### config.mk
export PLATFORM = sky130hd
export DESIGN_NAME = uart_hex_scan_display
export DESIGN_NICKNAME = d
export VERILOG_FILES = /design/src/rtl/uart_hex_scan_display.sv
export SDC_FILE = /design/constraint.sdc
export NUM_CORES = 1
export LEC_CHECK = 0
export ABC_AREA = 1
export CAP_MARGIN = 10
export CORE_ASPECT_RATIO = 0.5
export CORE_MARGIN = 8
export CORE_UTILIZATION = 50
export CTS_BUF_LIST = sky130_fd_sc_hd__clkbuf_8 sky130_fd_sc_hd__clkbuf_16
export DETAILED_ROUTE_END_ITERATION = 10
export GPL_TIMING_DRIVEN = 0
export PLACE_DENSITY = 0.77
export SYNTH_ARGS = -nofsm -noshare
export SYNTH_HDL_FRONTEND = slang
export SYNTH_SLANG_ARGS = --single-unit
### constraint.sdc
create_clock -name i_Clk -period 1.9 [get_ports i_Clk]
set_input_delay 0.285 -clock i_Clk [delete_from_list [all_inputs] [get_ports i_Clk]]
set_output_delay 0.285 -clock i_Clk [all_outputs]
set_load 0.02 [all_outputs]
### src/rtl/uart_hex_scan_display.sv
// Two-digit multiplexed hex display of the last byte received from a UART.
// Optional RX-activity decimal-point flash is enabled by defining DISP_RX_FLASH_EN.
module uart_hex_scan_display #(
  parameter int CLKS_PER_DIGIT = 1200,
  parameter int BLANK_CLKS     = 16,
  parameter int FLASH_CLKS     = 1200000
) (
  input  logic       i_Clk,
  input  logic       i_Rst,
  input  logic       i_RX_DV,
  input  logic [7:0] i_RX_Byte,
  output logic [7:0] o_Byte,
  output logic [2:0] o_Digit_En,
  output logic [6:0] o_Segment_N,
  output logic       o_Segment_DP_N
);

  typedef enum logic [1:0] {
    SCAN_LO,
    BLANK_A,
    SCAN_HI,
    BLANK_B
  } state_t;

  localparam logic [15:0] SCAN_LAST  = 16'(CLKS_PER_DIGIT - 1);
  localparam logic [15:0] BLANK_LAST = (BLANK_CLKS == 0) ? 16'd0 : 16'(BLANK_CLKS - 1);
  localparam bit          SKIP_BLANK = (BLANK_CLKS == 0);

  // Active-low {G,F,E,D,C,B,A} glyphs for 0-9, A, b, C, d, E, F.
  function automatic logic [6:0] hex_to_seg(input logic [3:0] value);
    logic [6:0] seg;
    case (value)
      4'h0: seg = 7'h40;
      4'h1: seg = 7'h79;
      4'h2: seg = 7'h24;
      4'h3: seg = 7'h30;
      4'h4: seg = 7'h19;
      4'h5: seg = 7'h12;
      4'h6: seg = 7'h02;
      4'h7: seg = 7'h78;
      4'h8: seg = 7'h00;
      4'h9: seg = 7'h10;
      4'hA: seg = 7'h08;
      4'hB: seg = 7'h03;
      4'hC: seg = 7'h46;
      4'hD: seg = 7'h21;
      4'hE: seg = 7'h06;
      default: seg = 7'h0E;
    endcase
    return seg;
  endfunction

  state_t      state;
  state_t      next_state;
  state_t      entry_state;
  logic [15:0] phase_cnt;
  logic [15:0] phase_last;
  logic        running;
  logic        enter;

  // NOTE: sequential state uses non-blocking assignments so every register
  // samples pre-edge values; this is what makes the digit snapshot see the
  // old byte when a strobe lands on a scan entry cycle.
  always_ff @(posedge i_Clk) begin
    if (i_Rst) begin
      o_Byte <= 8'h00;
    end else if (i_RX_DV) begin
      o_Byte <= i_RX_Byte;
    end
  end

  // NOTE: every output of this block gets a default first, so no path
  // through the case can leave a value unassigned and infer a latch.
  always_comb begin
    phase_last = SCAN_LAST;
    next_state = SCAN_LO;
    case (state)
      SCAN_LO: begin
        phase_last = SCAN_LAST;
        next_state = SKIP_BLANK ? SCAN_HI : BLANK_A;
      end
      BLANK_A: begin
        phase_last = BLANK_LAST;
        next_state = SCAN_HI;
      end
      SCAN_HI: begin
        phase_last = SCAN_LAST;
        next_state = SKIP_BLANK ? SCAN_LO : BLANK_B;
      end
      default: begin
        phase_last = BLANK_LAST;
        next_state = SCAN_LO;
      end
    endcase
    // The first clock out of reset is itself an entry into SCAN_LO.
    entry_state = running ? next_state : SCAN_LO;
    enter       = !running || (phase_cnt == phase_last);
  end

  // Segments are loaded only on phase entry, so the registered glyph is the
  // digit snapshot and stays constant for the whole phase.
  always_ff @(posedge i_Clk) begin
    if (i_Rst) begin
      state       <= SCAN_LO;
      phase_cnt   <= '0;
      running     <= 1'b0;
      o_Digit_En  <= 3'b111;
      o_Segment_N <= 7'h7F;
    end else if (enter) begin
      state     <= entry_state;
      phase_cnt <= '0;
      running   <= 1'b1;
      case (entry_state)
        SCAN_LO: begin
          o_Digit_En  <= 3'b110;
          o_Segment_N <= hex_to_seg(o_Byte[3:0]);
        end
        SCAN_HI: begin
          o_Digit_En  <= 3'b101;
          o_Segment_N <= hex_to_seg(o_Byte[7:4]);
        end
        default: begin
          o_Digit_En  <= 3'b111;
          o_Segment_N <= 7'h7F;
        end
      endcase
    end else begin
      phase_cnt <= phase_cnt + 16'd1;
    end
  end

`ifdef DISP_RX_FLASH_EN
  logic [23:0] flash_cnt;

  always_ff @(posedge i_Clk) begin
    if (i_Rst) begin
      flash_cnt <= '0;
    end else if (i_RX_DV) begin
      flash_cnt <= 24'(FLASH_CLKS);
    end else if (flash_cnt != '0) begin
      flash_cnt <= flash_cnt - 24'd1;
    end
  end

  // Built from registers only; a digit is lit exactly in the scan states.
  assign o_Segment_DP_N = ~((flash_cnt != '0) && (o_Digit_En != 3'b111));
`else
  assign o_Segment_DP_N = 1'b1;
`endif

endmodule
==> flow_summary.toml, run 1 <==
[sta]
fin_worst_skew_ps = 10.8
hold_viol = 0
rsz0062_at_grt = "false"
fin_crit_sh = 0.916
fmax_ghz = 0.574
period_minus_slack_ps = 1740
timing.setup.tns_ps = 0
setup_viol = 0
drv_slew = 0

[grt]
track_usage = 0.136
grt-ovfl-total = 0
antenna_found_initial = 0
grt_max_degree = 15
grt_pass1_wl_microns = 9030
first_global_vias = 2148

[drt]
first_pass_iters = 4
ant_nets = 0
viasPerCell = 4.93
via_count = 2263
wl_per_cell_microns = 11.7
drc = 0
wl_microns = 5380
drtIter0Drc = 139

[synth]
yosysTopAreaCell = "dfxtp_1"
syn_area_per_cell_sq_um = 7.39
yosys-top-cells-area = "dfxtp_1 38%, nand2_1 11%, nor2_1 11%, ha_1 7.1%, nand3_1 6.3%"
synth_common_cells = "75 x nand2_1, 75 x nor2_1, 50 x dfxtp_1"
synth.cell_area_sq_um = 2630
synth_edf_count = 0
netlist_instances = 355
synth.distinct_cells = 36
ys_warn_count = 0
synth_top_area_frac = 0.381
ys_async_sr_fraction = 0
ys.flop_type = "dfxtp_1"
yosys_register_bits = 50
synth_seq_area_share = 0.381

[clock_network]
cts_hold_buf = 0
clock_sinks = 50
cts_root_buf = "clkbuf_8"
ctsResizeCount = 0
cts_setup_buffers = 0
cts_max_path_buffers = 2
cts_made_buffers = 5
clk_latency_ps = 300
cts_max_level = 2
clk_pin_slew_ps = 90
cts_tree = "yes"

[critical_path]
crit_arrival_ps = 1930
crit_fanout = 5
crit_path_cell_trace = "clkdlybuf4s50_1 -> o21ai_0 -> nor2_1 -> inv_1 -> ha_1 -> inv_1 -> nand2_1 -> o211ai_1 -> nand2_1"
start_kind = "input port"
cp_slowest_cell = "clkdlybuf4s50_1"
critPathKind = "input port to flop"
cpPeakStageDelay_ps = 450
cp.required_ps = 2090
endpoint_kind = "flop"

[placement]
place_congestion = 0.896
dp.cells = 451
port_buffers = 25
hpwl_microns = 4040

[die]
std_cell_rows = 18
die_area_sq_um = 7970
io_pins = 30
initial_core_util = 0.525
core_sq_um = 5000
die_h_microns = 67.2
die_w_microns = 118

[layout]
regArea_sq_um = 1000
syn_to_final_growth_pct = 16.5
multi_input_area_sq_um = 1410
layout-drive-gt1-share = 0.134
n_antenna_cell = 0
instances_no_fill = 459
final_nets = 414
nFillCells = 467

[worst_hold_path]
hold_path.class = "input port to flop"

[power]
powerDensity_nw_per_um2 = 694
power.total_uw = 2120
leakagePower_uw = 0.00137
peakVddDrop_v = 0.000350

[run_status]
outcome = "finished, final reports clean"

[run]
max_cap_violations = 0
area by class of cell:
| cell class | count | share of cell area |
|---|---|---|
| Multi-Input combinational cell | 263 | 0.462 |
| Sequential cell | 50 | 0.327 |
| Timing Repair Buffer | 25 | 0.0818 |
| Inverter | 34 | 0.0458 |
| Tap cell | 70 | 0.0286 |
| Clock buffer | 6 | 0.0270 |
| Buffer | 9 | 0.0250 |
| Clock inverter | 2 | 0.00286 |
worst max-delay path: cells and delay by family:
| kind | cells | cell delay, ps |
|---|---|---|
| buffers and inverters | 3 | 720 |
| AOI/OAI and AO/OA | 2 | 190 |
| and+or+nand+nor | 3 | 480 |
| adders and majority gates | 1 | 260 |
final timing paths:
check / startpoint / end / slack [ps] / depth (start not counted)
worst max-delay path: i_RX_Byte[5] / flop / 160 / 9
worst min-delay path: i_RX_DV / o_Byte[5]$_SDFFE_PP0P_ / 280 / 3
worst max register to register: o_Byte[5]$_SDFFE_PP0P_ / flop / 320 / 8
worst min register to register: phase_cnt[0]$_SDFF_PP0_ / phase_cnt[0]$_SDFF_PP0_ / 450 / 1
cells in the final DEF (no fill, tap or decap), drive strengths merged, types with 4 or more instances in the layout:
master,n
o21ai,22
ha,15
nand3,38
clkdlybuf4s50,25
buf,8
inv,35
xor2,5
nor2,79
nand4,5
or2,4
nand2,82
dfxtp,50
clkbuf,7
power breakdown:
group / leakage, uW / internal [uW] / total (uW) / switching (uW)
combinational: 0.000905 / 148 / 356 / 208
sequential: 0.000412 / 1110 / 1140 / 26.3
clock: 0.0000524 / 289 / 629 / 340
total: 0.00137 / 1550 / 2120 / 575
metal layers:
layer  routed length [microns]  GRT usage  share of wire  vias to the layer above
li1                          -          -              -                     1182
met1                      2580      0.148           0.48                     1041
met2                      2570      0.257           0.48                       36
met3                       192     0.0441          0.036                        4
met4                        42     0.0374         0.0078                        0
met5                         0          0              0                        -
per-stage QoR:
stage | instance area (sq um) | util | worst slack, ps | hold WS (ps)
after floorplan | 2630 | - | 337 | 418
after global placement | 2970 | 0.593 | -27.6 | 430
after detailed placement | 2970 | 0.593 | -117 | 438
after CTS | 3060 | 0.612 | 200 | 283
after global routing | 3060 | 0.612 | 55.8 | 308
final | 3060 | 0.612 | 159 | 284
kinds of logic (layout without fill, tap and decap cells):
logic type,Yosys count,after routing,share of synthesized area
other,1,2,0.00143
AOI/OAI and AO/OA,26,26,0.0663
adders and majority gates,15,15,0.0715
DFF,50,50,0.381
xor gates and xnor gates,8,8,0.0267
buffers and inverters,43,76,0.0825
and+or+nand+nor,212,212,0.370
No activity file was read; power rests on OpenSTA's default activity.
==> run 2: changes to the inputs <==
--- a/config.mk
+++ b/config.mk
@@ -10,7 +10,7 @@
 export CORE_ASPECT_RATIO = 0.5
 export CORE_MARGIN = 8
 export CORE_UTILIZATION = 50
-export CTS_BUF_LIST = sky130_fd_sc_hd__clkbuf_8 sky130_fd_sc_hd__clkbuf_16
+export CTS_BUF_LIST = sky130_fd_sc_hd__clkbuf_4 sky130_fd_sc_hd__clkbuf_8
 export DETAILED_ROUTE_END_ITERATION = 10
 export GPL_TIMING_DRIVEN = 0
 export PLACE_DENSITY = 0.77
==> run 2 against run 1 <==
  * Hold slack hardly changed
  * Clock skew hardly changed
  * Sequential cell count stayed put
  * Clock power is 3% higher
  * Non-clock buffer count stayed put
  * Utilization is 0.075 points higher
  * Setup slack worse by 3.4 ps
  * Total power is 0.90% higher
  * First-iteration DRC count is 7.2% higher
  * Critical path type unchanged
  * Largest cell class unchanged
  * Largest power group unchanged
==> flow_summary.toml, run 2 (synthesis results as in run 1) <==
[placement]
hpwl_microns = 4040
dp.cells = 451
port_buffers = 25
dp_worst_setup_slack_ps = -117
dpl_cell_area_sq_um = 2970
place_congestion = 0.896

[clock_network]
cts_max_path_buffers = 2
cts_tree = "yes"
cts_hold_buf = 0
clk_latency_ps = 300
cts_root_buf = "clkbuf_8"
cts_max_level = 2
ctsResizeCount = 0
cts_made_buffers = 5
cts_setup_buffers = 0
clock_sinks = 50
clk_pin_slew_ps = 90

[sta]
fin_crit_sh = 0.918
setup_viol = 0
period_minus_slack_ps = 1740
layout_setup_ws_ps = 156
hold_viol = 0
fin_worst_skew_ps = 10.4
drv_slew = 0
rsz0062_at_grt = "false"
fmax_ghz = 0.573

[die]
core_sq_um = 5000
initial_core_util = 0.525
die_w_microns = 118
die_h_microns = 67.2
std_cell_rows = 18
die_area_sq_um = 7970
io_pins = 30

[drt]
viasPerCell = 4.92
wl_per_cell_microns = 11.7
drc = 0
drtIter0Drc = 149
wl_microns = 5390
via_count = 2260
ant_nets = 0
first_pass_iters = 4

[power]
power.total_uw = 2140
powerDensity_nw_per_um2 = 700
peakVddDrop_v = 0.000350
switching_share = 0.268
switching_power_uw = 574
pwr-share-seq = 0.531
pwr-share-comb = 0.166
intPower_uw = 1570
leakagePower_uw = 0.00137
clkPwrFrac = 0.303

[critical_path]
start_kind = "input port"
cp.required_ps = 2090
critPathKind = "input port to flop"
crit_arrival_ps = 1940
endpoint_kind = "flop"
crit_fanout = 5

[grt]
grt_max_degree = 15
grt_pass1_wl_microns = 9030
grt-ovfl-total = 0
first_global_vias = 2149
track_usage = 0.136
antenna_found_initial = 0

[layout]
final_nets = 414
stdcell_area_sq_um = 3060
syn_to_final_growth_pct = 16.6
instances_no_fill = 459
layout-drive-gt1-share = 0.136
n_antenna_cell = 0
layout_common_cells = "75 x nor2_1, 75 x nand2_1, 50 x dfxtp_1"
post-route-util = 0.612

[worst_hold_path]
hold_path.class = "input port to flop"

[run_status]
outcome = "finished, final reports clean"

[run]
max_cap_violations = 0
-- run 2: worst paths after layout --
path	start	endpoint	slack, ps	cells past startpoint
worst max-delay path	i_RX_Byte[5]	flop	160	9
worst min-delay path	i_RX_DV	o_Byte[5]$_SDFFE_PP0P_	280	3
worst max register to register	o_Byte[5]$_SDFFE_PP0P_	flop	310	8
worst min register to register	phase_cnt[0]$_SDFF_PP0_	phase_cnt[0]$_SDFF_PP0_	450	1
-- run 2: metrics by stage --
stage	setup TNS (ps)	hold WS (ps)
2_1_floorplan	0	418
3_3_place_gp	-33.7	430
3_5_place_dp	-247	438
4_1_cts	0	283
5_1_grt	0	308
6_report	0	284
-- run 2: metal layers --
metal  vias up  track usage  share of wire
met4         0       0.0374         0.0078
met1      1035        0.148           0.48
met3         4       0.0441          0.035
met5         -            0              0
li1       1182            -              -
met2        39        0.257           0.48
-- run 2: layout make-up --
class / instances / area, sq um
Fill cell: 466 / 1940
Tap cell: 70 / 87.6
Buffer: 9 / 76.3
Inverter: 34 / 140
Timing Repair Buffer: 25 / 250
Sequential cell: 50 / 1000
Clock inverter: 1 / 5.00
Clock buffer: 7 / 90.1
Multi-Input combinational cell: 263 / 1410
-- run 2: power groups by stage --
stage	Sequential [uW]	Combinational (uW)	Clock (uW)
2_1_floorplan	1190	212	0
3_5_place_dp	1160	354	0
4_1_cts	1140	357	666
5_1_grt	1140	395	716
3_3_place_gp	1160	345	0
6_report	1140	356	649
-- run 2: worst max-delay path, stage by stage --
cell and delay (ps):
clkdlybuf4s50_1 450, o21ai_0 100, nor2_1 320, inv_1 170, ha_1 260, inv_1 110
nand2_1 80, o211ai_1 90, nand2_1 80
==> run 3: changes to the inputs <==
--- a/config.mk
+++ b/config.mk
@@ -11,6 +11,7 @@
 export CORE_MARGIN = 8
 export CORE_UTILIZATION = 50
 export CTS_BUF_LIST = sky130_fd_sc_hd__clkbuf_4 sky130_fd_sc_hd__clkbuf_8
+export CTS_CLUSTER_SIZE = 40
 export DETAILED_ROUTE_END_ITERATION = 10
 export GPL_TIMING_DRIVEN = 0
 export PLACE_DENSITY = 0.77
==> results of run 3 <==
The final DEF is identical to that of run 2; final timing and power are the same.
